### config.mk
export PLATFORM = sky130hd
export DESIGN_NAME = mem_port_arbiter_flat
export DESIGN_NICKNAME = d
export VERILOG_FILES = /design/src/rtl/mem_port_arbiter_pkg.sv /design/src/rtl/mem_port_arbiter_if.sv /design/src/rtl/mem_port_arbiter_arb_pick.sv /design/src/rtl/mem_port_arbiter.sv /design/src/flat_wrapper.sv
export SDC_FILE = /design/constraint.sdc
export NUM_CORES = 1
export LEC_CHECK = 0
export ABC_AREA = 1
export BUFFER_PORTS_ARGS = -buffer_cell sky130_fd_sc_hd__buf_2
export CAP_MARGIN = 20
export CORE_UTILIZATION = 30
export CTS_CLUSTER_DIAMETER = 80
export DETAILED_ROUTE_END_ITERATION = 12
export GPL_TIMING_DRIVEN = 0
export PLACE_DENSITY = 0.7
export SLEW_MARGIN = 0
export SYNTH_ARGS = -nofsm -noshare
export SYNTH_HDL_FRONTEND = slang
export SYNTH_HIERARCHICAL = 1
export SYNTH_SLANG_ARGS = --single-unit
### constraint.sdc
create_clock -name clk -period 1.9 [get_ports clk]
set_clock_uncertainty 0.1 [all_clocks]
set_input_delay 0.285 -clock clk [delete_from_list [all_inputs] [get_ports clk]]
set_output_delay 0.285 -clock clk [all_outputs]
set_load 0.02 [all_outputs]
### src/rtl/mem_port_arbiter_pkg.sv
// mem_arb_pkg: shared widths, FSM encodings and owner type for the memory port arbiter
package mem_arb_pkg;
    localparam int ADDR_W_DEF = 9;
    localparam int DATA_W_DEF = 32;
    localparam int PERF_W_DEF = 16;
    localparam logic [0:0] ST_IDLE = 1'b0;
    localparam logic [0:0] ST_BUSY = 1'b1;
    localparam logic [2:0] FUNC3_WORD = 3'b010;
    typedef enum logic {OWN_IF, OWN_D} owner_e;
endpackage

### src/rtl/mem_port_arbiter_if.sv
// mem_port_arbiter_if: fetch, load/store and memory-side buses around the arbiter
interface mem_port_arbiter_if
    import mem_arb_pkg::*;
#(
    parameter int ADDR_W = ADDR_W_DEF,
    parameter int DATA_W = DATA_W_DEF
);
    logic              if_req, if_kill, if_gnt, if_rvalid;
    logic [ADDR_W-1:0] if_addr;
    logic [DATA_W-1:0] if_rdata;
    logic              d_req, d_we, d_gnt, d_rvalid;
    logic [2:0]        d_func3;
    logic [ADDR_W-1:0] d_addr;
    logic [DATA_W-1:0] d_wdata, d_rdata;
    logic              m_req, m_we;
    logic [2:0]        m_func3;
    logic [ADDR_W-1:0] m_addr;
    logic [DATA_W-1:0] m_wdata, m_rdata;

    modport slave (
        input  if_req, if_addr, if_kill, d_req, d_we, d_func3, d_addr, d_wdata, m_rdata,
        output if_gnt, if_rvalid, if_rdata, d_gnt, d_rvalid, d_rdata,
        output m_req, m_we, m_func3, m_addr, m_wdata
    );
    modport master (
        output if_req, if_addr, if_kill, d_req, d_we, d_func3, d_addr, d_wdata, m_rdata,
        input  if_gnt, if_rvalid, if_rdata, d_gnt, d_rvalid, d_rdata,
        input  m_req, m_we, m_func3, m_addr, m_wdata
    );
endinterface

### src/rtl/mem_port_arbiter_arb_pick.sv
// arb_pick: two-way selector, either fixed data priority or round-robin on the last grant
module arb_pick
    import mem_arb_pkg::*;
#(
    parameter bit DATA_PRIO = 1'b1
) (
    input  logic clk,
    input  logic rst_n,
    input  logic i_open,
    input  logic i_req_if,
    input  logic i_req_d,
    output logic o_gnt_if,
    output logic o_gnt_d
);
    owner_e r_last;
    logic   w_pick_d;

    // Round-robin ties go to whoever did not win last; reset leaves IF as last winner.
    assign w_pick_d = i_req_d & (DATA_PRIO | ~i_req_if | (r_last == OWN_IF));
    assign o_gnt_d  = i_open & w_pick_d;
    assign o_gnt_if = i_open & i_req_if & ~w_pick_d;

    always_ff @(posedge clk or negedge rst_n)
        if (!rst_n) r_last <= OWN_IF;
        else if (o_gnt_d) r_last <= OWN_D;
        else if (o_gnt_if) r_last <= OWN_IF;
endmodule

### src/rtl/mem_port_arbiter.sv
// mem_port_arbiter: shares one single-ported memory between instruction fetch and load/store,
// one transaction in flight, combinational grant and response routing.
module mem_port_arbiter
    import mem_arb_pkg::*;
#(
    parameter int ADDR_W    = ADDR_W_DEF,
    parameter int DATA_W    = DATA_W_DEF,
    parameter int LAT       = 1,
    parameter int DATA_PRIO = 1,
    parameter int PERF_W    = PERF_W_DEF
) (
    input  logic              clk,
    input  logic              rst_n,
    mem_port_arbiter_if.slave io_bus,
    output logic [PERF_W-1:0] o_stall_cnt
);
    localparam int               CNT_W    = $clog2(LAT + 1);
    localparam logic [CNT_W-1:0] CNT_LOAD = CNT_W'(LAT);
    localparam logic [CNT_W-1:0] CNT_ONE  = CNT_W'(1);

    logic [0:0]        r_state;
    logic [CNT_W-1:0]  r_cnt;
    owner_e            r_owner;
    logic              r_we, r_kill;
    logic [PERF_W-1:0] r_stall;
    logic              w_resp, w_open, w_gnt_if, w_gnt_d, w_gnt, w_kill, w_if_rv, w_d_rv;

    assign w_resp = (r_state == ST_BUSY) && (r_cnt == CNT_ONE);
    // Reset gates the open window so no grant leaks out while rst_n is low.
    assign w_open = rst_n & ((r_state == ST_IDLE) | w_resp);
    assign w_gnt  = w_gnt_if | w_gnt_d;
    assign w_kill = r_kill | (io_bus.if_kill & (r_state == ST_BUSY) & (r_owner == OWN_IF));

    arb_pick #(.DATA_PRIO(DATA_PRIO != 0)) u_pick (
        .clk,
        .rst_n,
        .i_open   (w_open),
        .i_req_if (io_bus.if_req),
        .i_req_d  (io_bus.d_req),
        .o_gnt_if (w_gnt_if),
        .o_gnt_d  (w_gnt_d)
    );

    assign w_if_rv = w_resp & (r_owner == OWN_IF) & ~w_kill;
    assign w_d_rv  = w_resp & (r_owner == OWN_D);

    assign io_bus.if_gnt    = w_gnt_if;
    assign io_bus.d_gnt     = w_gnt_d;
    assign io_bus.m_req     = w_gnt;
    assign io_bus.m_we      = w_gnt_d & io_bus.d_we;
    assign io_bus.m_func3   = w_gnt_d ? io_bus.d_func3 : (w_gnt_if ? FUNC3_WORD : 3'b000);
    assign io_bus.m_addr    = w_gnt_d ? io_bus.d_addr : (w_gnt_if ? io_bus.if_addr : ADDR_W'(0));
    assign io_bus.m_wdata   = w_gnt_d ? io_bus.d_wdata : DATA_W'(0);
    assign io_bus.if_rvalid = w_if_rv;
    assign io_bus.d_rvalid  = w_d_rv;
    assign io_bus.if_rdata  = w_if_rv ? io_bus.m_rdata : DATA_W'(0);
    assign io_bus.d_rdata   = (w_d_rv & ~r_we) ? io_bus.m_rdata : DATA_W'(0);
    assign o_stall_cnt      = r_stall;

    always_ff @(posedge clk or negedge rst_n) begin
        if (!rst_n) begin
            r_state <= ST_IDLE;
            r_cnt   <= '0;
            r_owner <= OWN_IF;
            r_we    <= 1'b0;
            r_kill  <= 1'b0;
        end else begin
            if (w_gnt) begin
                r_state <= ST_BUSY;
                r_cnt   <= CNT_LOAD;
                r_owner <= w_gnt_d ? OWN_D : OWN_IF;
                r_we    <= w_gnt_d & io_bus.d_we;
            end else if (w_resp) begin
                r_state <= ST_IDLE;
                r_cnt   <= '0;
            end else if (r_state == ST_BUSY) begin
                r_cnt <= r_cnt - CNT_ONE;
            end
            // A kill only ever covers the transaction completing now, never the next grant.
            r_kill <= w_resp ? 1'b0 : w_kill;
        end
    end

    always_ff @(posedge clk or negedge rst_n)
        if (!rst_n) r_stall <= '0;
        else if (io_bus.if_req & ~w_gnt_if & !(&r_stall)) r_stall <= r_stall + PERF_W'(1);
endmodule
### src/flat_wrapper.sv
// flat-port wrapper written by rule: the top's interface ports become plain ports
module mem_port_arbiter_flat import mem_arb_pkg::*;
#(
    parameter int ADDR_W    = ADDR_W_DEF,
    parameter int DATA_W    = DATA_W_DEF,
    parameter int LAT       = 1,
    parameter int DATA_PRIO = 1,
    parameter int PERF_W    = PERF_W_DEF
)
  (clk, rst_n, o_stall_cnt, io_bus_if_req, io_bus_if_addr, io_bus_if_kill, io_bus_d_req, io_bus_d_we, io_bus_d_func3, io_bus_d_addr, io_bus_d_wdata, io_bus_m_rdata, io_bus_if_gnt, io_bus_if_rvalid, io_bus_if_rdata, io_bus_d_gnt, io_bus_d_rvalid, io_bus_d_rdata, io_bus_m_req, io_bus_m_we, io_bus_m_func3, io_bus_m_addr, io_bus_m_wdata);
  mem_port_arbiter_if #(.ADDR_W(ADDR_W), .DATA_W(DATA_W)) io_bus_i ();
  input  logic clk;
  input  logic rst_n;
  output logic [PERF_W-1:0] o_stall_cnt;
  input wire logic [$bits(io_bus_i.if_req)-1:0] io_bus_if_req;
  input wire logic [$bits(io_bus_i.if_addr)-1:0] io_bus_if_addr;
  input wire logic [$bits(io_bus_i.if_kill)-1:0] io_bus_if_kill;
  input wire logic [$bits(io_bus_i.d_req)-1:0] io_bus_d_req;
  input wire logic [$bits(io_bus_i.d_we)-1:0] io_bus_d_we;
  input wire logic [$bits(io_bus_i.d_func3)-1:0] io_bus_d_func3;
  input wire logic [$bits(io_bus_i.d_addr)-1:0] io_bus_d_addr;
  input wire logic [$bits(io_bus_i.d_wdata)-1:0] io_bus_d_wdata;
  input wire logic [$bits(io_bus_i.m_rdata)-1:0] io_bus_m_rdata;
  output wire logic [$bits(io_bus_i.if_gnt)-1:0] io_bus_if_gnt;
  output wire logic [$bits(io_bus_i.if_rvalid)-1:0] io_bus_if_rvalid;
  output wire logic [$bits(io_bus_i.if_rdata)-1:0] io_bus_if_rdata;
  output wire logic [$bits(io_bus_i.d_gnt)-1:0] io_bus_d_gnt;
  output wire logic [$bits(io_bus_i.d_rvalid)-1:0] io_bus_d_rvalid;
  output wire logic [$bits(io_bus_i.d_rdata)-1:0] io_bus_d_rdata;
  output wire logic [$bits(io_bus_i.m_req)-1:0] io_bus_m_req;
  output wire logic [$bits(io_bus_i.m_we)-1:0] io_bus_m_we;
  output wire logic [$bits(io_bus_i.m_func3)-1:0] io_bus_m_func3;
  output wire logic [$bits(io_bus_i.m_addr)-1:0] io_bus_m_addr;
  output wire logic [$bits(io_bus_i.m_wdata)-1:0] io_bus_m_wdata;
  assign io_bus_i.if_req = io_bus_if_req;
  assign io_bus_i.if_addr = io_bus_if_addr;
  assign io_bus_i.if_kill = io_bus_if_kill;
  assign io_bus_i.d_req = io_bus_d_req;
  assign io_bus_i.d_we = io_bus_d_we;
  assign io_bus_i.d_func3 = io_bus_d_func3;
  assign io_bus_i.d_addr = io_bus_d_addr;
  assign io_bus_i.d_wdata = io_bus_d_wdata;
  assign io_bus_i.m_rdata = io_bus_m_rdata;
  assign io_bus_if_gnt = io_bus_i.if_gnt;
  assign io_bus_if_rvalid = io_bus_i.if_rvalid;
  assign io_bus_if_rdata = io_bus_i.if_rdata;
  assign io_bus_d_gnt = io_bus_i.d_gnt;
  assign io_bus_d_rvalid = io_bus_i.d_rvalid;
  assign io_bus_d_rdata = io_bus_i.d_rdata;
  assign io_bus_m_req = io_bus_i.m_req;
  assign io_bus_m_we = io_bus_i.m_we;
  assign io_bus_m_func3 = io_bus_i.m_func3;
  assign io_bus_m_addr = io_bus_i.m_addr;
  assign io_bus_m_wdata = io_bus_i.m_wdata;
  mem_port_arbiter #(.ADDR_W(ADDR_W), .DATA_W(DATA_W), .LAT(LAT), .DATA_PRIO(DATA_PRIO), .PERF_W(PERF_W)) u_core (.clk(clk), .rst_n(rst_n), .io_bus(io_bus_i), .o_stall_cnt(o_stall_cnt));
endmodule
==> out/results.ini <==
[timing]
final_max_slew_viol_count = 0
period_needed_ns = 1.987
whs_ns = 0.1823
period_share = 1.046
max_freq_ghz = 0.5032
fin_ws_ns = -0.08739
tns_ns = -1.656
tightest_slew_ns = 0.3225
final_hold_viol_count = 0
max_slew_margin = 0.7843
setup_viol = 59
rsz0062_at_grt = yes

[floorplan]
core_area_sq_um = 6794
die_h_um = 85.88
start_util = 0.3107
rows = 30
die-area_sq_um = 7375
top_level_ports = 221
die_x_um = 85.88

[synth]
syn_nets = 476
synth_flop_cell = dfrtp_1
yosysWarnings = 6
yosysSeqAreaShare = 0.2490
netlist_area_sq_um = 2111
synthArstFlopShare = 1.000
yosys_register_bits = 21
avgSynthCellArea_sq_um = 5.497
synth_edf_count = 0
yosysUniqueCellTypes = 27
syn_inst = 384

[place]
portBuffers = 220
post-place-ws_ns = -0.5075
placedCellCount = 700
dp_hpwl_um = 6193
placed_area_sq_um = 3343
gp_congestion = 0.8346

[clocking]
cts_root_buf = clkbuf_8
clock-sinks = 21
clkTransAtPathRegs_ns = 0.07
clk_latency_ns = 0.26
htreeDepth = 1
clk_path_buf_depth = 2
cts_made_buffers = 3
cts_tree = built

[routing]
detail_route.vias_per_cell = 4.365
route.detailed.drc = 0
routedWlPerCell_um = 11.88
drtPass1Iterations = 4
drt_iter0_markers = 120
num_vias = 3143
routed_wl_um = 8555
ant_nets = 0

[critical_path]
cp-start-kind = flip-flop
critPathMaxFanout = 7
arrival_ns = 1.60
end_kind = output pin
required_ns = 1.51
worstSetupPathType = reg2out

[global_routing]
grt_pass1_wl_um = 11900
grt_max_degree = 22
grt_pass1_vias = 2677
antenna_found_initial = 0
gr-total-overflow = 0
globalRouteTotalUtil = 0.2008

[layout]
finalInstanceArea_sq_um = 4188
diodes = 0
final.fill_count = 589
layout.cells.non_filler = 720
drive_gt1_frac = 0.5609
nets = 717
syn_to_final_growth_pct = 98.40
final_util = 0.6164

[outcome]
violations = negative setup slack
outcome = finished with violations

[pwr]
ir_drop_mv = 0.3807
leakagePower_nw = 2.766
power_density_nw_per_um2 = 690.6
total_power_mw = 2.892

[hold_path]
hp-class = in2reg

[job]
maxCapViolations = 0

==> state kept, by name, indices dropped and copies added, names as in the netlist <==
register,count
u_core/r_kill,1
u_core/o_stall_cnt,16
u_core/r_we,1
u_core/r_cnt,1
u_core/r_owner,1
u_core/r_state,1
==> layer usage <==
| metal | track usage | routed length, um | vias up |
|---|---|---|---|
| li1 | - | - | 1573 |
| met1 | 0.2197 | 3191 | 1415 |
| met2 | 0.3983 | 4692 | 143 |
| met3 | 0.02599 | 564 | 12 |
| met4 | 0.05606 | 108 | 0 |
| met5 | 0 | 0 | - |
==> cell usage after synthesis, drive strengths merged, types with 2 or more instances <==
cell    count  area, sq um
nand2     119        483.0
inv        96        360.3
nor2       91        411.6
dfrtp      21        525.5
nand3      20        105.1
buf        11        50.04
nand4       7        43.79
o21ai       6        33.78
xnor2       4        35.03
clkbuf      2        7.510
xor2        2        17.52
==> placed cells by master (no fill, tap or decap), types with 2 or more instances in the layout <==
| cell type | n |
|---|---|
| o21ai_1 | 2 |
| nand2_4 | 11 |
| xnor2_1 | 4 |
| nand3_2 | 6 |
| nand4_1 | 7 |
| nand3_4 | 5 |
| nor2_2 | 7 |
| clkbuf_8 | 4 |
| nand2_2 | 25 |
| inv_2 | 31 |
| buf_8 | 5 |
| nor2_8 | 2 |
| buf_6 | 40 |
| buf_2 | 154 |
| o21ai_0 | 3 |
| nand2_1 | 82 |
| nor2_1 | 76 |
| dfrtp_1 | 20 |
| xor2_1 | 2 |
| nor2_4 | 6 |
| nand3_1 | 9 |
| inv_1 | 64 |
| buf_4 | 46 |
==> critical path: stages, from the launching register on <==
cell,delay [ns]
dfrtp_2,0.44
a21boi_2,0.15
nand2_1,0.09
inv_2,0.10
buf_12,0.15
inv_8,0.04
buf_8,0.13
nand3_2,0.06
nand2_2,0.06
buf_6,0.13
==> kinds of logic (layout without fill, tap and decap cells) <==
logic type | after synthesis | count (layout) | synth area share
adders and majority gates | 1 | 1 | 0.005927
xor gates and xnor gates | 6 | 6 | 0.02490
buffers and inverters | 109 | 349 | 0.1980
DFF | 21 | 21 | 0.2490
and+or+nand+nor | 238 | 238 | 0.4973
AOI/OAI and AO/OA | 9 | 9 | 0.02490
==> final timing paths <==
| path | startpoint | to | slack, ns | cells after the start |
|---|---|---|---|---|
| worst max-delay path | u_core/r_state | io_bus_m_addr[1] | -0.09 | 9 |
| worst min-delay path | io_bus_d_we | u_core/r_we | 0.18 | 3 |
| worst max register to register | u_core/r_cnt | u_core/o_stall_cnt[12] | 0.22 | 11 |
| worst min register to register | u_core/r_state | u_core/r_cnt | 0.43 | 1 |
| max in group asynchronous | rst_n | u_core/r_state | 0.94 | 3 |
| min in group asynchronous | rst_n | u_core/o_stall_cnt[14] | 0.36 | 2 |
==> repair_timing <==
item | CTS | global route
pin swaps | 11 | 2
hold buffers | 1 | 0
hold endpoints to repair | 21 | 0
buffers inserted | 6 | 1
resized for setup | 90 | 146
setup endpoints to repair | 109 | 115
cloned | 5 | 2
==> area by class of cell <==
type                            instances  area, sq um  area share
Timing Repair Buffer                  236         1567      0.3741
Sequential cell                        21        526.8      0.1258
Multi-Input combinational cell        254         1415      0.3379
Buffer                                 13        146.4     0.03496
Clock buffer                            4        45.04     0.01076
Tap cell                               96        120.1     0.02868
Inverter                               96        367.9     0.08784
==> power breakdown <==
| group | switching (mW) | internal [mW] |
|---|---|---|
| logic | 1.16 | 0.788 |
| registers | 0.113 | 0.540 |
| clock network | 0.141 | 0.149 |
| total | 1.42 | 1.48 |
Note: power is estimated with default switching activity, not from simulation.
